[src/rtl/gate_sweep_ctrl.sv]
// Exhaustive sweep sequencer for an N-input gate: drives every vector, compares y_in to a truth table.
// Optional build macro GATE_SWEEP_STOP_ON_FAIL_EN ends the sweep at the first mismatch.
module gate_sweep_ctrl #(
   parameter int N      = 2,
   parameter int SETTLE = 2
) (
   input  logic              clk,
   input  logic              rst_n,
   input  logic              start,
   input  logic [(1<<N)-1:0] truth,
   input  logic              y_in,
   output logic [N-1:0]      stim,
   output logic              busy,
   output logic              done,
   output logic              pass,
   output logic [N:0]        err_count,
   output logic [N-1:0]      first_fail
);

   typedef enum logic [2:0] {S_IDLE, S_DRIVE, S_SETTLE, S_CHECK, S_DONE} state_t;

   localparam logic [7:0] CNT_LD = (SETTLE > 0) ? 8'(SETTLE - 1) : 8'd0;

   state_t         state_q, state_d;
   logic [N-1:0]   idx_q, idx_d;
   logic [N-1:0]   stim_q, stim_d;
   logic [N-1:0]   ff_q, ff_d;
   logic [N:0]     err_q, err_d;
   logic           pass_q, pass_d;
   logic [7:0]     cnt_q, cnt_d;
   logic           mismatch;
   logic           last_vec;

   assign mismatch = (y_in != truth[idx_q]);
   assign last_vec = &idx_q;

   always_ff @(posedge clk or negedge rst_n) begin
      if (!rst_n) state_q <= S_IDLE;
      else        state_q <= state_d;
   end

   always_comb begin
      state_d = state_q;
      unique case (state_q)
         S_IDLE:   if (start) state_d = S_DRIVE;
         S_DRIVE:  state_d = (SETTLE > 0) ? S_SETTLE : S_CHECK;
         S_SETTLE: if (cnt_q == 8'd0) state_d = S_CHECK;
         S_CHECK: begin
`ifdef GATE_SWEEP_STOP_ON_FAIL_EN
            if (last_vec || mismatch) state_d = S_DONE;
            else                      state_d = S_DRIVE;
`else
            if (last_vec) state_d = S_DONE;
            else          state_d = S_DRIVE;
`endif
         end
         S_DONE:   state_d = S_IDLE;
         default:  state_d = S_IDLE;
      endcase
   end

   // Datapath: stim only moves on entry to DRIVE; pass is resolved on the way into DONE
   // so it is already valid during the done pulse.
   always_comb begin
      idx_d  = idx_q;
      stim_d = stim_q;
      ff_d   = ff_q;
      err_d  = err_q;
      pass_d = pass_q;
      cnt_d  = cnt_q;
      unique case (state_q)
         S_IDLE: begin
            if (start) begin
               idx_d  = '0;
               stim_d = '0;
               ff_d   = '0;
               err_d  = '0;
               pass_d = 1'b0;
            end
         end
         S_DRIVE:  cnt_d = CNT_LD;
         S_SETTLE: if (cnt_q != 8'd0) cnt_d = cnt_q - 8'd1;
         S_CHECK: begin
            if (mismatch) begin
               err_d = err_q + 1'b1;
               if (err_q == '0) ff_d = idx_q;
            end
            if (state_d == S_DRIVE) begin
               idx_d  = idx_q + 1'b1;
               stim_d = idx_q + 1'b1;
            end
            if (state_d == S_DONE) pass_d = (err_d == '0);
         end
         default: ;
      endcase
   end

   always_ff @(posedge clk or negedge rst_n) begin
      if (!rst_n) begin
         idx_q  <= '0;
         stim_q <= '0;
         ff_q   <= '0;
         err_q  <= '0;
         pass_q <= 1'b0;
         cnt_q  <= 8'd0;
      end else begin
         idx_q  <= idx_d;
         stim_q <= stim_d;
         ff_q   <= ff_d;
         err_q  <= err_d;
         pass_q <= pass_d;
         cnt_q  <= cnt_d;
      end
   end

   always_comb begin
      busy = (state_q != S_IDLE);
      done = (state_q == S_DONE);
   end

   assign stim       = stim_q;
   assign pass       = pass_q;
   assign err_count  = err_q;
   assign first_fail = ff_q;

endmodule
[config.mk]
export PLATFORM = sky130hd
export DESIGN_NAME = gate_sweep_ctrl
export DESIGN_NICKNAME = d
export VERILOG_FILES = /design/src/rtl/gate_sweep_ctrl.sv
export SDC_FILE = /design/constraint.sdc
export NUM_CORES = 1
export LEC_CHECK = 0
export CAP_MARGIN = 10
export CORE_ASPECT_RATIO = 1.2
export CORE_MARGIN = 4
export CORE_UTILIZATION = 52
export CTS_CLUSTER_SIZE = 12
export DETAILED_ROUTE_END_ITERATION = 8
export GPL_TIMING_DRIVEN = 0
export PLACE_DENSITY = 0.77
export SLEW_MARGIN = 20
export SYNTH_ARGS = -nofsm -noshare
export SYNTH_HDL_FRONTEND = slang
export SYNTH_SLANG_ARGS = --single-unit
[constraint.sdc]
create_clock -name clk -period 2.5 [get_ports clk]
set_clock_uncertainty 0.1 [all_clocks]
set_input_delay 0.5 -clock clk [delete_from_list [all_inputs] [get_ports clk]]
set_output_delay 0.5 -clock clk [all_outputs]
set_load 0.03 [all_outputs]
# --- Word-level counts from Yosys, hierarchy flattened ---
# Cells that the tools add are included.
totals:
  register_bits: 19
  wordCells: 58
  input_bits: 8
classes:
  mux: 21
  add_sub_neg: 3
  eq_ne: 13
  reduce_logical: 14
  order_cmp: 1
ops:
  columns: ["operator", "n"]
  rows:
  - ["3-bit two-way mux", 6]
  - ["8-bit case mux with 2 select lines", 1]
  - ["2-bit != test, second input constant", 6]
  - ["3-bit case mux with 4 select lines", 1]
  - ["3-bit logical NOT", 3]
  - ["8-bit logical NOT", 1]
  - ["2-bit two-way mux", 4]
  - ["8-bit two-way mux", 1]
  - ["2-bit case mux with 2 select lines", 2]
  - ["8-bit nonzero test", 1]
  - ["8-bit by 1-bit subtractor with 8-bit output, second input constant", 1]
  - ["3-bit by 1-bit == test with 1-bit output, second input constant", 2]
  - ["3-bit by 2-bit == test with 1-bit output, second input constant", 2]
  - ["3-bit == test, second input constant", 2]
  - ["3-bit case mux with 2 select lines", 1]
  - ["2-bit AND reduction", 3]
  - ["3-bit AND reduction", 2]
  - ["4-bit AND reduction", 1]
  - ["2-bit nonzero test", 2]
  - ["3-bit by 1-bit adder with 3-bit output, second input constant", 1]
  - ["2-bit by 3-bit < comparator with 1-bit output, second input constant", 1]
  - ["1-bit two-way mux", 3]
  - ["3-bit nonzero test", 1]
  - ["2-bit by 1-bit adder with 2-bit output, second input constant", 1]
  - ["other kinds (3)", 3]

# --- Depth between registers and ports, before layout ---
# Gate-level depths: netlist of the first run.
logic_depth:
  ltp_word: 8
  ltp_mapped: 7
  mapped_depth_nobuf: 7

# --- Worst setup path before layout of the first run ---
# Ideal clock, no wire load.
synth_path:
  path_kind: "register to register"
  start: "register, netlist name stim[0]"
  end: "register ff_q[0] (netlist: first_fail[0])"
  synth_period_minus_slack_ns: 2.146
  stages_incl_launch_ff: 7
  arrival_time_ns: 1.967
  path_slack_ns: 0.354
  setup_time_ns: 0.079
  required_ns: 2.321
  n_path_buf: 1
  cell_sequence: "dfrtp_1 > buf_6 > mux4_2 > xor2_4 > nand2_2 > nor3b_4 > mux2i_1"
synth_lines:
  columns: ["element", "line_no", "source"]
  rows:
  - ["end signal: assignment", "102", "ff_q <= '0;"]
  - ["end signal: assignment", "109", "ff_q <= ff_d;"]
  - ["end: declaration", "27", "logic [N-1:0] ff_q, ff_d;"]

# --- Worst setup path after layout of the first run ---
layout_path:
  start: "register state_q[1]"
  end: "output port busy"
layout_via:
  elab_chain_cells: 1
layout_rtl:
  columns: ["element", "line_no", "source"]
  rows:
  - ["start: declaration", "24", "state_t state_q, state_d;"]
  - ["start signal: assignment", "39", "else state_q <= state_d;"]
  - ["3-bit nonzero test", "117", "busy = (state_q != S_IDLE);"]
  - ["end: declaration", "13", "output logic busy,"]
# Every way passes these cells.

==> metrics.md, run 1 <==
| Metric | Value |
|---|---|
| Core Area | `2090 µm²` |
| Overall routing resource usage | `0.172` |
| Largest net degree at the start of global routing | `20` |
| Final Non-Filler Cells | `170` |
| FP Rows | `18` |
| Initial antenna violation count | `0` |
| Met2 WL post-DR | `approximately 1.3 mm` |
| Kind of critical path | `flip-flop to output port` |
| Fraction of the mapped netlist area in simple logic gates | `0.232` |
| Routed WL | `roughly 2.4 mm` |
| CTS Hold Buffers Added | `0` |
| Cells after Synth | `120` |
| Yosys reg bits | `19` |
| Fin. Hold Viols | `0` |
| Die H | `59.9 µm` |
| Worst setup SP type | `flip-flop` |
| Die width | `51.3 µm` |
| Status | `finished clean` |
| P&R area growth vs syn | `19.2%` |
| DR vias | `908` |
| Critical Path AT | `1780 ps` |
| RSZ-0062 raised after global routing | `no` |
| Post-synth top area share | `0.407` |
| Worst slew pin tran | `852 ps` |
| Slack of the critical path | `117 ps` |
| Placed insts | `166` |
| Critical Path RT | `~1900 ps` |
| Mux cell area share after synthesis | `0.0729` |
| Seq/Total Area, Yosys | `0.407` |
| IO Pins | `18` |
| Final Critical Period | `2380 ps` |
| Clk_lat worst skew | `290 ps` |
| Final Max Slew Viols | `0` |
| Final Setup Violations | `0` |
| CTS tree | `done` |
| Vias per cell | `5.34` |
| XOR/XNOR share of the synthesized area | `0.0986` |
| CTS buffer count | `3` |
| Vias in the first global route | `925` |
| Cell area after layout | `1390 µm²` |
| First-pass GRT wire length | `3.97 mm` |
| Port Buf Inserts | `16` |
| CTS Sinks | `19` |
| Area leader, netlist | `dfrtp_1` |
| Final antenna-violating net count | `0` |
| Pwr Density | `1070 nW/µm²` |
| Synth Cell Area | `1170 µm²` |
| Leakage | `0.000574 µW` |
| Max-cap violations | `0` |
| Yosys cell types | `39` |
| Post-Synth Adder-Cell Area | `0.0429` |
| CTS Buffer Depth | `2` |
| Largest family of logic cells by synthesized area | `simple AND/OR/NAND/NOR gates` |
| Initial drt markers | `6` |
| Hpwl dp | `about 1.9 mm` |
| Synth area leaders | `dfrtp_1 (41%), xor2_1 (5.3%), nand2_1 (4.8%)` |
| Htree depth | `1` |
| Worst relative slew slack | `0.431` |
| FMAX | `420 MHz` |
| Critical Path End Type | `output port` |
| Resized Gates After CTS | `0` |
| Routed WL per cell | `13.9 µm` |
| M1 wire length | `~970 µm` |
| Syn nets | `about 130` |
| CTS clk-pin slew, worst paths | `100 ps` |
| Layout cells sized above 1 | `0.100` |
| Routed met3 length | `85 µm` |
| Residual DRC | `0` |
| Peak VDD IR | `0.621 mV` |
| Hold slack | `404 ps` |
| Clock root buffer | `clkbuf_4` |
| GPL Wtd Cong | `0.803` |
| Crit path max fanout | `10` |
| GR Overflow Total | `0` |
| Die area | `3070 µm²` |
| Synth Area in Compound Gates | `0.0975` |
| Hold Path Class | `flip-flop to flip-flop` |
| Max layer used | `met4` |
| Syn Area/Cell | `9.73 µm²` |
| Post-Place Worst Slack | `-29.3 ps` |
| PnR Total Power | `1490 µW` |
| N_diodes | `0` |
| Nets@finish | `roughly 150` |
| Initial Util | `0.557` |
| Period Utilization, post-route | `0.953` |
| Area after DPL | `1370 µm²` |
| Synth Warn # | `0` |
| Drt pass-1 iters | `4` |
| Post-CTS Setup Repair Bufs | `0` |
## flip-flops by register name, summed over array words and instances, names as in the netlist
name and cells:
cnt_q 8, stim 2, state_q 3, err_count 3, first_fail 2, pass 1
## area by class of cell
| type | instances | area (µm²) |
|---|---|---|
| Buffer | 5 | 31.3 |
| Multi-Input combinational cell | 89 | 634 |
| Tap cell | 30 | 37.5 |
| Sequential cell | 19 | 475 |
| Clock buffer | 4 | 26.3 |
| Inverter | 7 | 26.3 |
| Timing Repair Buffer | 16 | 160 |
| Fill cell | 170 | 703 |
## cells in the mapped netlist
cell	number
a211oi_1	1
a21oi_1	5
a31oi_1	1
and2_1	2
and3b_1	1
buf_2	4
buf_6	1
dfrtp_1	19
ha_1	4
inv_1	7
mux2_2	2
mux2i_1	4
mux4_2	1
nand2_1	15
nand2_2	1
nand2b_1	3
nand3_1	2
nand3b_1	1
nand4_1	2
nand4b_1	1
nor2_1	9
nor2b_1	1
nor3_1	2
nor3b_1	5
nor3b_4	1
nor4_1	1
o2111ai_1	1
o21ai_0	1
o21ai_1	3
o21bai_1	1
o22a_1	1
o22ai_1	1
o31a_1	1
o31ai_1	2
or3_1	1
or4b_1	1
xnor2_1	3
xor2_1	7
xor2_4	1
## cells by family (layout without fill, tap and decap cells)
kind of cell    after synthesis  count (layout)
compound gates               18              18
xor+xnor                     11              11
fa+ha+maj                     4               4
buf+inv                      12              32
flops                        19              19
mux                           7               7
simple gates                 49              49
## report_power, final
part           switching [µW]  internal (µW)
registers                96.9            412
logic                     474            358
clock network            88.7           62.0
## worst paths after layout
path,cells past startpoint,slack [ps],endpoint,startpoint
max,3,120,busy,state_q[1]$_DFF_PN0_
min,1,400,cnt_q[0]$_DFFE_PN0P_,cnt_q[0]$_DFFE_PN0P_
max reg2reg,6,360,first_fail[1]$_DFFE_PN0P_,stim[0]$_DFFE_PN0P_
min reg2reg,1,400,cnt_q[0]$_DFFE_PN0P_,cnt_q[0]$_DFFE_PN0P_
max in group asynchronous,1,1200,cnt_q[7]$_DFFE_PN0P_,rst_n
min in group asynchronous,1,580,err_count[1]$_DFFE_PN0P_,rst_n
## layout by cell type (no fill, tap or decap), drive strengths merged, types with 2 or more instances in the layout
master | Yosys | final
a21oi | 5 | 5
nor3 | 2 | 2
nor2 | 9 | 9
clkbuf | 0 | 4
dfrtp | 19 | 19
nand2 | 16 | 16
mux2i | 4 | 4
nand4 | 2 | 2
mux2 | 2 | 2
inv | 7 | 7
nand3 | 2 | 2
nand2b | 3 | 3
xor2 | 8 | 8
clkdlybuf4s50 | 0 | 16
xnor2 | 3 | 3
and2 | 2 | 2
o21ai | 4 | 4
o31ai | 2 | 2
nor3b | 6 | 6
ha | 4 | 4
buf | 5 | 5
## per-layer routing
metal	up-vias	global-route usage
met3	6	0.0374
met1	426	0.188
met2	19	0.322
li1	457	-
met4	0	0.0674
met5	-	0
## worst max-delay path, stage by stage (launching register included)
cell and delay (ps):
dfrtp_1 380, buf_2 170, or3_1 350, clkdlybuf4s50_1 590
## per-stage QoR
step | util | setup TNS (ps)
2_1_floorplan | - | 0
4_1_cts | 0.664 | 0
5_1_grt | 0.664 | 0
3_5_place_dp | 0.652 | -33.0
3_3_place_gp | 0.652 | 0
6_report | 0.664 | 0
(Power assumes the default switching activity.)
==> run 2: changes to the inputs <==
- CELL_PAD_IN_SITES_DETAIL_PLACEMENT: not set -> 1
- CELL_PAD_IN_SITES_GLOBAL_PLACEMENT: not set -> 1
- CORE_UTILIZATION: 52 -> 40
- PLACE_DENSITY: 0.77 -> not set
- PLACE_DENSITY_LB_ADDON: not set -> 0.1
==> metrics.md, run 2 (synthesized netlist as in run 1, its figures left out) <==
| Metric | Value |
|---|---|
| Most frequent cells in the layout | `dfrtp_1 (19), nand2_1 (15), clkdlybuf4s50_1 (15), nor2_1 (9) (was dfrtp_1 (19), clkdlybuf4s50_1 (16), nand2_1 (15), nor2_1 (9))` |
| Max-cap violations | `0 (unchanged)` |
| Die width | `57.3 µm (was 51.3 µm)` |
| Routed met3 length | `92 µm (was 85 µm)` |
| Max reg flops | `8 (unchanged)` |
| Drt pass-1 iters | `4 (unchanged)` |
| M1 wire length | `1.02 mm (was 968 µm)` |
| Die H | `67.2 µm (was 59.9 µm)` |
| RSZ-0062 raised after global routing | `no (unchanged)` |
| FP Rows | `21 (was 18)` |
| Crit. Startpoint | `state_q[1]$_DFF_PN0_ (unchanged)` |
| Multi-input logic area | `634 µm² (unchanged)` |
| Setup crit end | `busy (unchanged)` |
| R2R depth | `7 (was 6)` |
| Kind of critical path | `flip-flop to output port (unchanged)` |
| Core Area | `2790 µm² (was 2090 µm²)` |
| Largest net degree at the start of global routing | `20 (unchanged)` |
| Slack of the critical path | `100 ps (was 117 ps)` |
| Nets@finish | `153 (unchanged)` |
| CP max stage delay | `600 ps (was 590 ps)` |
| Die area | `3850 µm² (was 3070 µm²)` |
| Delay-heaviest family, CP | `buffers and inverters (unchanged)` |
| Leakage | `0.000593 µW (was 0.000574 µW)` |
| Vias in the first global route | `993 (was 925)` |
| Initial antenna violation count | `0 (unchanged)` |
| Hold Path Class | `flip-flop to flip-flop (unchanged)` |
| P&R area growth vs syn | `19.8% (was 19.2%)` |
| Routed WL per cell | `15.2 µm (was 13.9 µm)` |
| Crit path depth | `3 (unchanged)` |
| Period Utilization, post-route | `0.960 (was 0.953)` |
| FMAX | `417 MHz (was 420 MHz)` |
| Residual DRC | `0 (unchanged)` |
| Layout cells sized above 1 | `0.100 (unchanged)` |
| GR Overflow Total | `0 (unchanged)` |
| Peak VDD IR | `0.514 mV (was 0.621 mV)` |
| CTS Sinks | `19 (unchanged)` |
| Hold slack | `408 ps (was 404 ps)` |
| Crit path buf inv count | `2 (unchanged)` |
| CP cell instances | `buf_2, or3_1, clkdlybuf4s50_1 (unchanged)` |
| Crit-path slowest cell | `clkdlybuf4s50_1 (unchanged)` |
| Fillers | `330 (was 170)` |
| Critical Path End Type | `output port (unchanged)` |
| Initial Util | `0.419 (was 0.557)` |
| N_diodes | `0 (unchanged)` |
| Initial drt markers | `21 (was 6)` |
| Overall routing resource usage | `0.152 (was 0.172)` |
| Reg2Reg Launch Point | `cnt_q[0]$_DFFE_PN0P_ (was stim[0]$_DFFE_PN0P_)` |
| Hold Startpoint | `cnt_q[0]$_DFFE_PN0P_ (unchanged)` |
| CTS buffer count | `3 (unchanged)` |
| R2r setup slk | `330 ps (was 360 ps)` |
| Crit path max fanout | `10 (unchanged)` |
| Final Setup Violations | `0 (unchanged)` |
| Cell area after layout | `1400 µm² (was 1390 µm²)` |
| CTS Buffer Depth | `2 (unchanged)` |
| Post-Place Worst Slack | `-23.1 ps (was -29.3 ps)` |
| First-pass GRT wire length | `4.44 mm (was 3.97 mm)` |
| Largest Register | `cnt_q (unchanged)` |
| Met2 WL post-DR | `1.50 mm (was 1.27 mm)` |
| Final Critical Period | `2400 ps (was 2380 ps)` |
| CTS clk-pin slew, worst paths | `110 ps (was 100 ps)` |
| Pwr Density | `1080 nW/µm² (was 1070 nW/µm²)` |
| DR vias | `950 (was 908)` |
| Worst slew pin tran | `875 ps (was 852 ps)` |
| Critical Path RT | `1900 ps (about the same)` |
| Vias per cell | `5.46 (was 5.34)` |
| Final Max Slew Viols | `0 (unchanged)` |
| IO Pins | `18 (unchanged)` |
| Fin. Hold Viols | `0 (unchanged)` |
| Port Buf Inserts | `16 (unchanged)` |
| CTS tree | `done (unchanged)` |
| Register Area | `475 µm² (unchanged)` |
| Final antenna-violating net count | `0 (unchanged)` |
| Clock root buffer | `clkbuf_4 (unchanged)` |
| Most common cell after layout, fill and taps aside | `dfrtp_1 (unchanged)` |
| CTS Hold Buffers Added | `0 (unchanged)` |
| Worst setup SP type | `flip-flop (unchanged)` |
| Clk_lat worst skew | `290 ps (about the same)` |
| Area after DPL | `1370 µm² (about the same)` |
| Worst relative slew slack | `0.415 (was 0.431)` |
| Critical Path AT | `1800 ps (was 1780 ps)` |
| Status | `finished clean (unchanged)` |
| Routed WL | `2.65 mm (was 2.37 mm)` |
| Htree depth | `1 (unchanged)` |
| Hpwl dp | `2.08 mm (was 1.86 mm)` |
| GPL Wtd Cong | `0.735 (was 0.803)` |
| Max layer used | `met4 (unchanged)` |
| Reg2reg end | `cnt_q[6]$_DFFE_PN0P_ (was first_fail[1]$_DFFE_PN0P_)` |
-- run 2: routing by layer --
metal  up-vias  track usage
met5         -            0
li1        456            -
met2        17        0.301
met4         0       0.0754
met1       471        0.153
met3         6       0.0229
-- run 2: layout make-up --
type / count / share of cell area
inverters: 7 / 0.0188
repair buffers: 16 / 0.116
flip-flops and latches: 19 / 0.340
well taps: 34 / 0.0304
clock buffers: 4 / 0.0188
multi-input cells: 89 / 0.453
plain buffers: 5 / 0.0224
-- run 2: how the worst min path moves through the flow --
stage                                 to  slack (ps)  depth (start not counted)
finish              cnt_q[0]$_DFFE_PN0P_         410                          1
global route        cnt_q[0]$_DFFE_PN0P_         440                          1
CTS                 cnt_q[0]$_DFFE_PN0P_         410                          1
detailed placement  cnt_q[0]$_DFFE_PN0P_         400                          1
global placement    cnt_q[0]$_DFFE_PN0P_         400                          1
floorplan           cnt_q[0]$_DFFE_PN0P_         100                          0
-- run 2: what timing repair did --
item                       4_1_cts  5_1_grt
setup endpoints to repair        0        1
buffers inserted                 0        0
hold endpoints to repair         0        0
resized for setup                0        1
-- run 2: through the flow --
| stage | total power (µW) | instances | TNS, ps | utilization |
|---|---|---|---|---|
| floorplan | 1110 | 120 | 0 | - |
| global placement | 1330 | 170 | 0 | 0.492 |
| CTS | 1540 | 174 | 0 | 0.501 |
| detailed placement | 1370 | 170 | -23.1 | 0.492 |
| finish | 1510 | 174 | 0 | 0.502 |
| global route | 1650 | 174 | 0 | 0.502 |
-- run 2: power by group --
group / switching [µW] / leakage [µW] / internal [µW]
sequential: 92.9 / 0.000251 / 412
clock: 94.9 / 0.0000150 / 62.1
combinational: 492 / 0.000327 / 360
total: 679 / 0.000593 / 834
==> run 3: changes to the inputs <==
- ABC_AREA: not set -> 1
- CAP_MARGIN: 10 -> 0
- CORE_UTILIZATION: 40 -> 38
==> metrics.md, run 3 <==
| Metric | Value |
|---|---|
| First-pass GRT wire length | `4.61 mm (was 4.44 mm)` |
| Critical Path End Type | `output port (unchanged)` |
| Hold Path Class | `flip-flop to flip-flop (unchanged)` |
| Die H | `66.6 µm (was 67.2 µm)` |
| Most frequent cells after synthesis | `nand2_1 (23), dfrtp_1 (19), inv_1 (19) (was dfrtp_1 (19), nand2_1 (15), nor2_1 (9))` |
| Synth area leaders | `dfrtp_1 (44%), nand2_1 (7.9%), nand3_1 (7.8%) (was dfrtp_1 (41%), xor2_1 (5.3%), nand2_1 (4.8%))` |
| GPL Wtd Cong | `0.840 (was 0.735)` |
| Largest net degree at the start of global routing | `20 (unchanged)` |
| Fraction of power consumed by sequential logic | `0.322 (was 0.333)` |
| Worst setup SP type | `flip-flop (unchanged)` |
| Crit path buf inv count | `2 (unchanged)` |
| FMAX | `437 MHz (was 417 MHz)` |
| CP cell instances | `nor3_1, inv_1, clkdlybuf4s50_1 (was buf_2, or3_1, clkdlybuf4s50_1)` |
| Residual DRC | `0 (unchanged)` |
| Seq/Total Area, Yosys | `0.438 (was 0.407)` |
| Post-CTS Setup Repair Bufs | `0 (unchanged)` |
| Gate power share | `0.585 (was 0.563)` |
| Largest Register | `cnt_q (unchanged)` |
| Max-cap violations | `0 (unchanged)` |
| PnR Total Power | `1650 µW (was 1510 µW)` |
| Yosys reg bits | `19 (unchanged)` |
| Worst slew pin tran | `878 ps (was 875 ps)` |
| Die width | `56.8 µm (was 57.3 µm)` |
| Synth Warn # | `0 (unchanged)` |
| Max reg flops | `8 (unchanged)` |
| Pwr Density | `1250 nW/µm² (was 1080 nW/µm²)` |
| Status | `finished clean (unchanged)` |
| DR vias | `945 (was 950)` |
| Initial Util | `0.394 (was 0.419)` |
| Clk_lat worst skew | `290 ps (about the same)` |
| Hpwl dp | `2.06 mm (was 2.08 mm)` |
| Nets@finish | `166 (was 153)` |
| Delay-heaviest family, CP | `buffers and inverters (unchanged)` |
| CTS Buffer Depth | `2 (unchanged)` |
| Drt pass-1 iters | `2 (was 4)` |
| Most frequent cells in the layout | `nand2_1 (23), inv_1 (19), dfrtp_1 (19), nand3_1 (17), clkdlybuf4s50_1 (17) (was dfrtp_1 (19), nand2_1 (15), clkdlybuf4s50_1 (15), nor2_1 (9))` |
| Layout cells sized above 1 | `0.105 (was 0.100)` |
| Syn Area/Cell | `8.23 µm² (was 9.73 µm²)` |
| IO Pins | `18 (unchanged)` |
| CTS buffer count | `3 (unchanged)` |
| Most common cell after layout, fill and taps aside | `nand2_1 (was dfrtp_1)` |
| Final Max Slew Viols | `0 (unchanged)` |
| Worst relative slew slack | `0.413 (was 0.415)` |
| CTS tree | `done (unchanged)` |
| Final antenna-violating net count | `0 (unchanged)` |
| Syn nets | `144 (was 132)` |
| Initial drt markers | `20 (was 21)` |
| Final Critical Period | `2290 ps (was 2400 ps)` |
| Crit path max fanout | `5 (was 10)` |
| Resized Gates After CTS | `0 (unchanged)` |
| Area after DPL | `1300 µm² (was 1370 µm²)` |
| Htree depth | `1 (unchanged)` |
| N_diodes | `0 (unchanged)` |
| Kind of critical path | `flip-flop to output port (unchanged)` |
| Sw frac | `0.492 (was 0.449)` |
| Critical Path RT | `1900 ps (about the same)` |
| Critical Path AT | `1690 ps (was 1800 ps)` |
| Clock root buffer | `clkbuf_4 (unchanged)` |
| Cells after Synth | `132 (was 120)` |
| CP max stage delay | `590 ps (was 600 ps)` |
| Vias per cell | `5.05 (was 5.46)` |
| Most frequent cell after synthesis | `nand2_1 (was dfrtp_1)` |
| Sw power | `814 µW (was 679 µW)` |
| CTS clk-pin slew, worst paths | `110 ps (about the same)` |
| Fin. Hold Viols | `0 (unchanged)` |
| Final Setup Violations | `0 (unchanged)` |
| Clock power share | `0.093 (was 0.104)` |
| Initial antenna violation count | `0 (unchanged)` |
| Post-synth EDFFs | `0 (unchanged)` |
| Yosys cell types | `26 (was 39)` |
| GR Overflow Total | `0 (unchanged)` |
| FP Rows | `21 (unchanged)` |
| Routed WL | `2.48 mm (was 2.65 mm)` |
| Core Area | `2760 µm² (was 2790 µm²)` |
| Period Utilization, post-route | `0.915 (was 0.960)` |
| Pint | `840 µW (was 834 µW)` |
| Area leader, netlist | `dfrtp_1 (unchanged)` |
| Port Buf Inserts | `17 (was 16)` |
| Vias in the first global route | `1,078 (was 993)` |
| Crit-path slowest cell | `clkdlybuf4s50_1 (unchanged)` |
| P&R area growth vs syn | `22.1% (was 19.8%)` |
| Overall routing resource usage | `0.157 (was 0.152)` |
| Leakage | `0.000625 µW (was 0.000593 µW)` |
| CTS Hold Buffers Added | `0 (unchanged)` |
| RSZ-0062 raised after global routing | `no (unchanged)` |
| Most used DFF post-synth | `dfrtp_1 (unchanged)` |
| CTS Sinks | `19 (unchanged)` |
| Setup TNS | `0 ps (unchanged)` |
| Synth async-reset ratio | `1.00 (unchanged)` |
| Post-synth top area share | `0.438 (was 0.407)` |
| Peak VDD IR | `0.626 mV (was 0.514 mV)` |
| Routed WL per cell | `13.2 µm (was 15.2 µm)` |
| Synth Cell Area | `1090 µm² (was 1170 µm²)` |
| Die area | `3780 µm² (was 3850 µm²)` |
| Cell area after layout | `1330 µm² (was 1400 µm²)` |
[run 3: changes by cell type after synthesis, moves of 5 or more]
cell / previous run / this run
o21ai_0: 1 / 8
a21oi_1: 5 / 0
xor2_1: 7 / 2
nand3_1: 2 / 17
nand2_1: 15 / 23
inv_1: 7 / 19
[run 3: worst paths after layout]
kind / from / to / slack [ps] / cells past startpoint
setup / recovery: state_q[0]$_DFF_PN0_ / busy / 210 / 3
hold / removal: cnt_q[0]$_DFFE_PN0P_ / cnt_q[0]$_DFFE_PN0P_ / 400 / 1
setup reg to reg: cnt_q[0]$_DFFE_PN0P_ / cnt_q[3]$_DFFE_PN0P_ / 640 / 10
hold reg to reg: cnt_q[0]$_DFFE_PN0P_ / cnt_q[0]$_DFFE_PN0P_ / 400 / 1
max in group asynchronous: rst_n / cnt_q[3]$_DFFE_PN0P_ / 1170 / 1
min in group asynchronous: rst_n / stim[0]$_DFFE_PN0P_ / 590 / 1
[run 3: layout make-up]
cell class | count | area [µm²]
clock buffers | 3 | 22.5
clock inverters | 1 | 5.00
fillers | 339 | 1430
inverters | 21 | 81.3
multi-input cells | 92 | 529
flip-flops and latches | 19 | 475
well taps | 34 | 42.5
repair buffers | 17 | 170
[run 3: worst reg2reg max path, stage by stage (launching register included)]
cell and delay [ps]:
dfrtp_1 400, inv_1 140, ha_1 280, nor3b_1 200
nand2_1 110, nand2_2 120, nand2_4 90, inv_4 110
nor2_2 40, o21ai_1 110, nor2_1 50
[run 3: cell families (layout without fill, tap and decap cells)]
family                   after synthesis  count (layout)  share of synthesized area
AND/OR/NAND/NOR                       66              66                      0.308
buffers and inverters                 21              42                     0.0749
flip-flops                            19              19                      0.438
AO/OA/AOI/OAI                         18              18                      0.101
adder cells (fa/ha/maj)                4               4                     0.0461
XOR/XNOR                               4               4                     0.0323
[run 3: metrics by stage]
stage	instances	worst slack, ps	utilization	hold slack, ps
3_3_place_gp	183	510	0.471	380
2_1_floorplan	132	749	-	104
5_1_grt	187	63.6	0.481	469
3_5_place_dp	183	477	0.471	392
6_report	187	212	0.481	396
4_1_cts	187	175	0.481	407
[run 3: routing by layer]
layer | global-route usage | wire length [µm] | up-vias
met2 | 0.303 | 1340 | 11
met3 | 0.0213 | 56 | 4
met4 | 0.0783 | 59 | 0
met5 | 0 | 0 | -
met1 | 0.164 | 1020 | 453
li1 | - | - | 477
[run 3: power by group through the flow]
| stage | sequential [µW] | clock [µW] | combinational, µW |
|---|---|---|---|
| 2_1_floorplan | 591 | 0 | 639 |
| 3_3_place_gp | 533 | 0 | 953 |
| 3_5_place_dp | 540 | 0 | 987 |
| 4_1_cts | 534 | 164 | 991 |
| 5_1_grt | 556 | 180 | 1100 |
| 6_report | 532 | 154 | 968 |
